--- config.mk ---
export PLATFORM = sky130hd
export DESIGN_NAME = prbs_mchk
export DESIGN_NICKNAME = d
export VERILOG_FILES = /design/src/rtl/prbs_mchk.sv
export SDC_FILE = /design/constraint.sdc
export NUM_CORES = 1
export LEC_CHECK = 0
export CORE_UTILIZATION = 30
export CTS_CLUSTER_DIAMETER = 120
export CTS_CLUSTER_SIZE = 25
export DETAILED_ROUTE_END_ITERATION = 7
export MAX_ROUTING_LAYER = met4
export PLACE_DENSITY = 0.48
export SYNTH_ARGS = -nofsm -noshare
export SYNTH_HDL_FRONTEND = slang
export SYNTH_SLANG_ARGS = --single-unit
--- constraint.sdc ---
create_clock -name clk -period 9.1 [get_ports clk]
set_clock_uncertainty 0.1 [all_clocks]
set_input_delay 1.365 -clock clk [delete_from_list [all_inputs] [get_ports clk]]
set_output_delay 1.365 -clock clk [all_outputs]
set_load 0.02 [all_outputs]
--- src/rtl/prbs_mchk.sv ---
// prbs_mchk: parallel-word PRBS checker with runtime polynomial select.
// Self-synchronises from the received stream (SEARCH), confirms the seed
// over a run of clean words (VERIFY), then free-runs its own predictor
// (LOCKED) while counting mismatched and checked bits with saturation.
module prbs_mchk #(
    parameter int WIDTH         = 8,
    parameter int ERR_CNT_W     = 32,
    parameter int BIT_CNT_W     = 48,
    parameter int LOCK_THRESH   = 4,
    parameter int UNLOCK_THRESH = 8
) (
    input  logic                 clk,
    input  logic                 rst,
    input  logic                 en,
    input  logic [2:0]           mode,
    input  logic [WIDTH-1:0]     din,
    input  logic                 din_valid,
    input  logic                 clr_cnt,
    output logic [1:0]           state,
    output logic                 locked,
    output logic                 err,
    output logic [6:0]           err_bits,
    output logic [ERR_CNT_W-1:0] err_cnt,
    output logic [BIT_CNT_W-1:0] bit_cnt
);

    typedef enum logic [1:0] {
        SEARCH = 2'd0,
        VERIFY = 2'd1,
        LOCKED = 2'd2
    } StateType;

    // Sums are formed one bit wider than the widest operand so overflow is visible.
    localparam int EW = ((ERR_CNT_W > 7) ? ERR_CNT_W : 7) + 1;
    localparam int BW = ((BIT_CNT_W > 7) ? BIT_CNT_W : 7) + 1;
    localparam logic [EW-1:0] ERR_MAX    = {{(EW-ERR_CNT_W){1'b0}}, {ERR_CNT_W{1'b1}}};
    localparam logic [BW-1:0] BIT_MAX    = {{(BW-BIT_CNT_W){1'b0}}, {BIT_CNT_W{1'b1}}};
    localparam logic [BW-1:0] BIT_INC    = BW'(WIDTH);
    localparam logic [7:0]    FILL_INC   = 8'(WIDTH);
    localparam logic [4:0]    FILL_FRESH = (WIDTH > 31) ? 5'd31 : 5'(WIDTH);
    localparam logic [7:0]    LOCK_LIM   = 8'(LOCK_THRESH);
    localparam logic [7:0]    UNLOCK_LIM = 8'(UNLOCK_THRESH);

    StateType               r_state;
    logic [30:0]            r_hist;
    logic [4:0]             r_fill;
    logic [7:0]             r_cleanRun;
    logic [7:0]             r_badRun;
    logic [2:0]             r_mode;
    logic                   r_locked;
    logic                   r_err;
    logic [6:0]             r_errBits;
    logic [ERR_CNT_W-1:0]   r_errCnt;
    logic [BIT_CNT_W-1:0]   r_bitCnt;

    logic [4:0]             w_order;
    logic [4:0]             w_tapN;
    logic [4:0]             w_tapT;
    logic [30:0]            w_predHist;
    logic [30:0]            w_rxHist;
    logic [WIDTH-1:0]       w_pred;
    logic [WIDTH-1:0]       w_diff;
    logic [6:0]             w_errBits;
    logic                   w_wordBad;
    logic                   w_modeChange;
    logic [7:0]             w_fillSum;
    logic [4:0]             w_fillNext;
    logic [EW-1:0]          w_errSum;
    logic [BW-1:0]          w_bitSum;

    // Polynomial decode: order N and the history positions of b[n-N] and b[n-T].
    always_comb begin
        case (mode)
            3'd1:    begin w_order = 5'd9;  w_tapN = 5'd8;  w_tapT = 5'd4;  end
            3'd2:    begin w_order = 5'd15; w_tapN = 5'd14; w_tapT = 5'd13; end
            3'd3:    begin w_order = 5'd23; w_tapN = 5'd22; w_tapT = 5'd17; end
            3'd4:    begin w_order = 5'd31; w_tapN = 5'd30; w_tapT = 5'd27; end
            default: begin w_order = 5'd7;  w_tapN = 5'd6;  w_tapT = 5'd5;  end
        endcase
    end

    // Unrolled prediction in time order; r_hist[0] holds the most recent bit.
    always_comb begin
        w_predHist = r_hist;
        w_rxHist   = r_hist;
        w_pred     = '0;
        for (int i = 0; i < WIDTH; i++) begin
            w_pred[i]  = w_predHist[w_tapN] ^ w_predHist[w_tapT];
            w_predHist = {w_predHist[29:0], w_pred[i]};
            w_rxHist   = {w_rxHist[29:0], din[i]};
        end
    end

    // Mismatch popcount of the current word against the prediction.
    always_comb begin
        w_diff    = din ^ w_pred;
        w_errBits = '0;
        for (int i = 0; i < WIDTH; i++) begin
            w_errBits = w_errBits + {6'd0, w_diff[i]};
        end
    end

    assign w_wordBad    = (w_errBits != 7'd0);
    assign w_modeChange = (mode != r_mode);
    assign w_fillSum    = {3'd0, r_fill} + FILL_INC;
    assign w_fillNext   = (w_fillSum > 8'd31) ? 5'd31 : w_fillSum[4:0];
    assign w_errSum     = EW'(r_errCnt) + EW'(w_errBits);
    assign w_bitSum     = BW'(r_bitCnt) + BIT_INC;

    // Sequencer: state transitions, history update and the registered result outputs.
    always_ff @(posedge clk) begin
        if (rst) begin
            r_state    <= SEARCH;
            r_hist     <= '0;
            r_fill     <= '0;
            r_cleanRun <= '0;
            r_badRun   <= '0;
            r_mode     <= mode;
            r_locked   <= 1'b0;
            r_err      <= 1'b0;
            r_errBits  <= '0;
            r_errCnt   <= '0;
            r_bitCnt   <= '0;
        end else begin
            r_mode    <= mode;
            r_err     <= 1'b0;
            r_errBits <= '0;
            if (!en || (w_modeChange && (r_state != SEARCH))) begin
                r_state    <= SEARCH;
                r_locked   <= 1'b0;
                r_fill     <= '0;
                r_cleanRun <= '0;
                r_badRun   <= '0;
            end else if (din_valid) begin
                case (r_state)
                    SEARCH: begin
                        r_hist <= w_rxHist;
                        r_fill <= w_fillNext;
                        if (w_fillNext >= w_order) begin
                            r_state    <= VERIFY;
                            r_cleanRun <= '0;
                        end
                    end
                    VERIFY: begin
                        if (w_wordBad) begin
                            r_state    <= SEARCH;
                            r_hist     <= w_rxHist;
                            r_fill     <= FILL_FRESH;
                            r_cleanRun <= '0;
                        end else begin
                            r_hist <= w_predHist;
                            if ((r_cleanRun + 8'd1) >= LOCK_LIM) begin
                                r_state    <= LOCKED;
                                r_locked   <= 1'b1;
                                r_cleanRun <= '0;
                                r_badRun   <= '0;
                            end else begin
                                r_cleanRun <= r_cleanRun + 8'd1;
                            end
                        end
                    end
                    LOCKED: begin
                        r_hist    <= w_predHist;
                        r_errBits <= w_errBits;
                        r_err     <= w_wordBad;
                        r_errCnt  <= (w_errSum > ERR_MAX) ? ERR_MAX[ERR_CNT_W-1:0]
                                                          : w_errSum[ERR_CNT_W-1:0];
                        r_bitCnt  <= (w_bitSum > BIT_MAX) ? BIT_MAX[BIT_CNT_W-1:0]
                                                          : w_bitSum[BIT_CNT_W-1:0];
                        if (w_wordBad) begin
                            if ((r_badRun + 8'd1) >= UNLOCK_LIM) begin
                                r_state    <= SEARCH;
                                r_locked   <= 1'b0;
                                r_fill     <= '0;
                                r_badRun   <= '0;
                                r_cleanRun <= '0;
                            end else begin
                                r_badRun <= r_badRun + 8'd1;
                            end
                        end else begin
                            r_badRun <= '0;
                        end
                    end
                    default: begin
                        r_state  <= SEARCH;
                        r_locked <= 1'b0;
                        r_fill   <= '0;
                    end
                endcase
            end
            if (clr_cnt) begin
                r_errCnt <= '0;
                r_bitCnt <= '0;
            end
        end
    end

    assign state    = r_state;
    assign locked   = r_locked;
    assign err      = r_err;
    assign err_bits = r_errBits;
    assign err_cnt  = r_errCnt;
    assign bit_cnt  = r_bitCnt;

endmodule
==> impl_metrics.ini <==
[pwr]
sequentialPowerShare_pct = 37.5
intPower_w = 0.001182
fin_total_pwr_w = 0.001694
pwr_density_cell_nw_per_um2 = 161.1
ir_drop_v = 0.0001031
leakagePower_nw = 3.715
comb_power_share_pct = 20.0
clockPowerShare_pct = 42.6
swShare_pct = 30.19
p_sw_w = 0.0005113

[yosys]
synth_area_leaders = dfxtp_1 33%, mux2i_1 5.0%, nor2_1 4.5%, a21oi_1 3.9%, nand2_1 3.4%
ys_async_sr_fraction_pct = 0
syn_area_sq_um = 8564
synth_ff_type = dfxtp_1
ys_ff_latch = 141
synthCells = 1070
synth-edff-count = 0
synth_top_area_share_pct = 32.96
yosysTopAreaCell = dfxtp_1
ys_seq_area_share_pct = 32.96
synth_cell_type_count = 71
syn_area_per_cell_sq_um = 8.004
yosysWarnings = 0

[sta]
setup_slack_ns = 0.7353
fmax_mhz = 119.6
rsz0062_at_grt = no
tightest_slew_ns = 1.052
fin_setup_tns_ns = 0
max_slew_margin_pct = 29.62
period_minus_slack_ns = 8.365
setup_viol = 0
period_share_pct = 91.92
slew_viol_final = 0
hold_violations = 0

[grt]
grt_max_degree = 59
grt.overflow.total = 0
grt_pass1_vias = 7611
antenna_found_initial = 0
grt_pass1_wl_um = 43320
grt.total_usage_pct = 19.80

[cells_and_area]
nNetsFinal = 1188
fillCellCount = 2938
drive_gt1_share_pct = 6.644
diodes = 0
synthToLayoutAreaGrowth_pct = 22.72

[critical_path]
start_kind = primary input
critPathRequiredTime_ns = 9.35
cp_top_family = adder cells
path_depth = 24
crit_buf_inv = 7
path_cells = clkdlybuf4s50_1 -> buf_4 -> nor3b_1 -> a31oi_1 -> o221ai_1 -> xor2_1 -> xor2_1 -> fa_1 -> inv_1 -> fa_1 -> inv_1 -> fa_1 -> inv_1 -> ha_1 -> inv_1 -> fa_1 -> fa_1 -> inv_1 -> a21o_1 -> a21oi_1 -> or3_1 -> or3_1 -> or3_1 -> a21oi_1
critical_path_class = in -> reg
slowest_delay_ns = 0.82
crit_arrival_ns = 8.62
crit_slowest_cell = or3_1
cp_max_fo = 27
rr_worst_depth = 22
end_kind = flop
r2r_slack_ns = 2.10

[detailed_routing]
vias_per_cell = 5.349
drc = 0
ant_nets = 0
dr.pass1.iters = 5
avgRoutedWirePerCell_um = 18.11
drtIter0Drc = 641
finalWirelength_um = 27830
via_count = 8221

[hold_path]
hold_depth = 2
hold_class = reg -> reg

[die]
die_w_um = 171.0
die_height_um = 171.0
initial_utilization_pct = 30.66
rows = 61
pin_count = 107
die_area_sq_um = 29230
core-area_sq_um = 27930

[clocking]
cts.sinks = 141
cts_resized = 0
cts_setup_buffers = 0
htreeDepth = 4
numCtsBuffers = 17
cts_buffer_depth = 2
holdBufCountCts = 0
cts_tree = built
clkTransAtPathRegs_ns = 0.06
cts-root-buf = clkbuf_16
clk_latency_ns = 0.44

[placed_design]
place_hpwl_um = 19880
portBuffers = 103
gp_congestion = 0.8825
pre_cts_ws_ns = 0.2795

[outcome]
outcome = finished clean

[job]
max-cap-violations = 0
-- cells in the mapped netlist (all sizes together), types with 13 or more instances --
master and instances:
dfxtp 141, nor2 103, nand2 77, a21oi 70, nor3 51, nand3 47
mux2i 43, o21ai 41, inv 40, clkbuf 39, and3 33, a31oi 31
xor2 30, buf 28, xnor2 25, nor4 24, ha 21, nand4 20
and4 16, a211oi 14, and2 14, or3 13
-- final timing paths --
path / to / start
max: err_cnt[4] / mode[1]
min: r_fill[0] / r_fill[0]
max reg2reg: err_cnt[4] / r_hist[8]
min reg2reg: r_fill[0] / r_fill[0]
-- layout make-up --
| type | count | area (sq um) | share of cell area, % |
|---|---|---|---|
| timing repair buffer | 122 | 1174 | 11.17 |
| sequential | 141 | 2823 | 26.86 |
| clock buffer | 18 | 439.2 | 4.179 |
| multi-input combinational | 823 | 5290 | 50.33 |
| inverter | 41 | 153.9 | 1.464 |
| tap | 378 | 473.0 | 4.500 |
| clock inverter | 14 | 157.7 | 1.500 |
-- stage by stage --
| stage | instances | cell area, sq um | utilization, % | hold WS (ns) |
|---|---|---|---|---|
| 3_5_place_dp | 1505 | 9913 | 35.49 | 0.3445 |
| 2_1_floorplan | 1072 | 8572 | - | 0.3257 |
| 5_1_grt | 1537 | 10510 | 37.62 | 0.4060 |
| 4_1_cts | 1537 | 10510 | 37.62 | 0.3539 |
| 6_report | 1537 | 10510 | 37.62 | 0.3566 |
| 3_3_place_gp | 1505 | 9913 | 35.49 | 0.3387 |
-- layout by cell type, fill, tap and decap left out, types with 13 or more instances in the layout --
cell	count
ha_1	21
a31oi_1	31
nand4_1	18
clkdlybuf4s50_1	103
o21ai_0	40
inv_1	40
nor2_1	103
nand3_1	47
and2_1	14
xnor2_1	25
a211oi_1	14
xor2_1	30
dfxtp_1	141
or3_1	13
a21oi_1	67
buf_4	19
nand2_1	77
nor3_1	49
mux2i_1	43
and4_1	16
clkbuf_16	17
nor4_1	22
and3_1	33
-- power by group through the flow --
| stage | Sequential, W | Combinational (W) | Clock, W |
|---|---|---|---|
| floorplan | 0.000642 | 0.000236 | 0 |
| CTS | 0.000634 | 0.000348 | 0.000739 |
| detailed placement | 0.000648 | 0.000347 | 0 |
| finish | 0.000634 | 0.000338 | 0.000721 |
| global placement | 0.000648 | 0.000344 | 0 |
| global route | 0.000635 | 0.000380 | 0.000766 |
-- kinds of logic (layout without fill, tap and decap cells) --
family          count (synthesis)  count (layout)  synth area share [%]
buf+inv                       108             195                 5.478
fa+ha+maj                      26              26                 4.237
simple gates                  444             444                 27.23
other cells                     1               3               0.04379
mux                            47              47                 5.683
xor+xnor                       55              55                 5.625
compound gates                248             248                 18.74
flops                         141             141                 32.96
-- flip-flops by register name, summed over array words and instances, names as in the netlist --
| signal | cells |
|---|---|
| bit_cnt | 46 |
| err | 1 |
| err_bits | 4 |
| err_cnt | 32 |
| locked | 1 |
| r_badRun | 8 |
| r_cleanRun | 8 |
| r_fill | 5 |
| r_hist | 31 |
| r_mode | 3 |
| state | 2 |
-- worst reg2reg max path, cell delays in order, from the launching register on --
cell and delay, ns:
dfxtp_1 0.36, or3b_2 0.48, a21oi_1 0.27, nor3_1 0.11, xnor2_1 0.38, xnor2_1 0.15, fa_1 0.54, inv_1 0.05
fa_1 0.53, inv_1 0.05, fa_1 0.56, inv_1 0.05, ha_1 0.20, inv_1 0.07, fa_1 0.46, fa_1 0.43
inv_1 0.08, a21o_1 0.11, a21oi_1 0.09, or3_1 0.37, or3_1 0.37, or3_1 0.82, a21oi_1 0.30
-- routing by layer --
layer  wire length, um  part of all wire, %  up-vias  track usage (%)
met3              1439                  5.2       31            3.331
met4               421                  1.5        0            5.668
met1             12900                   46     3898            25.80
met5                 0                    0        -                -
met2             13070                   47      208            31.34
li1                  -                    -     4084                -
Power figures use the tool's default switching activity.
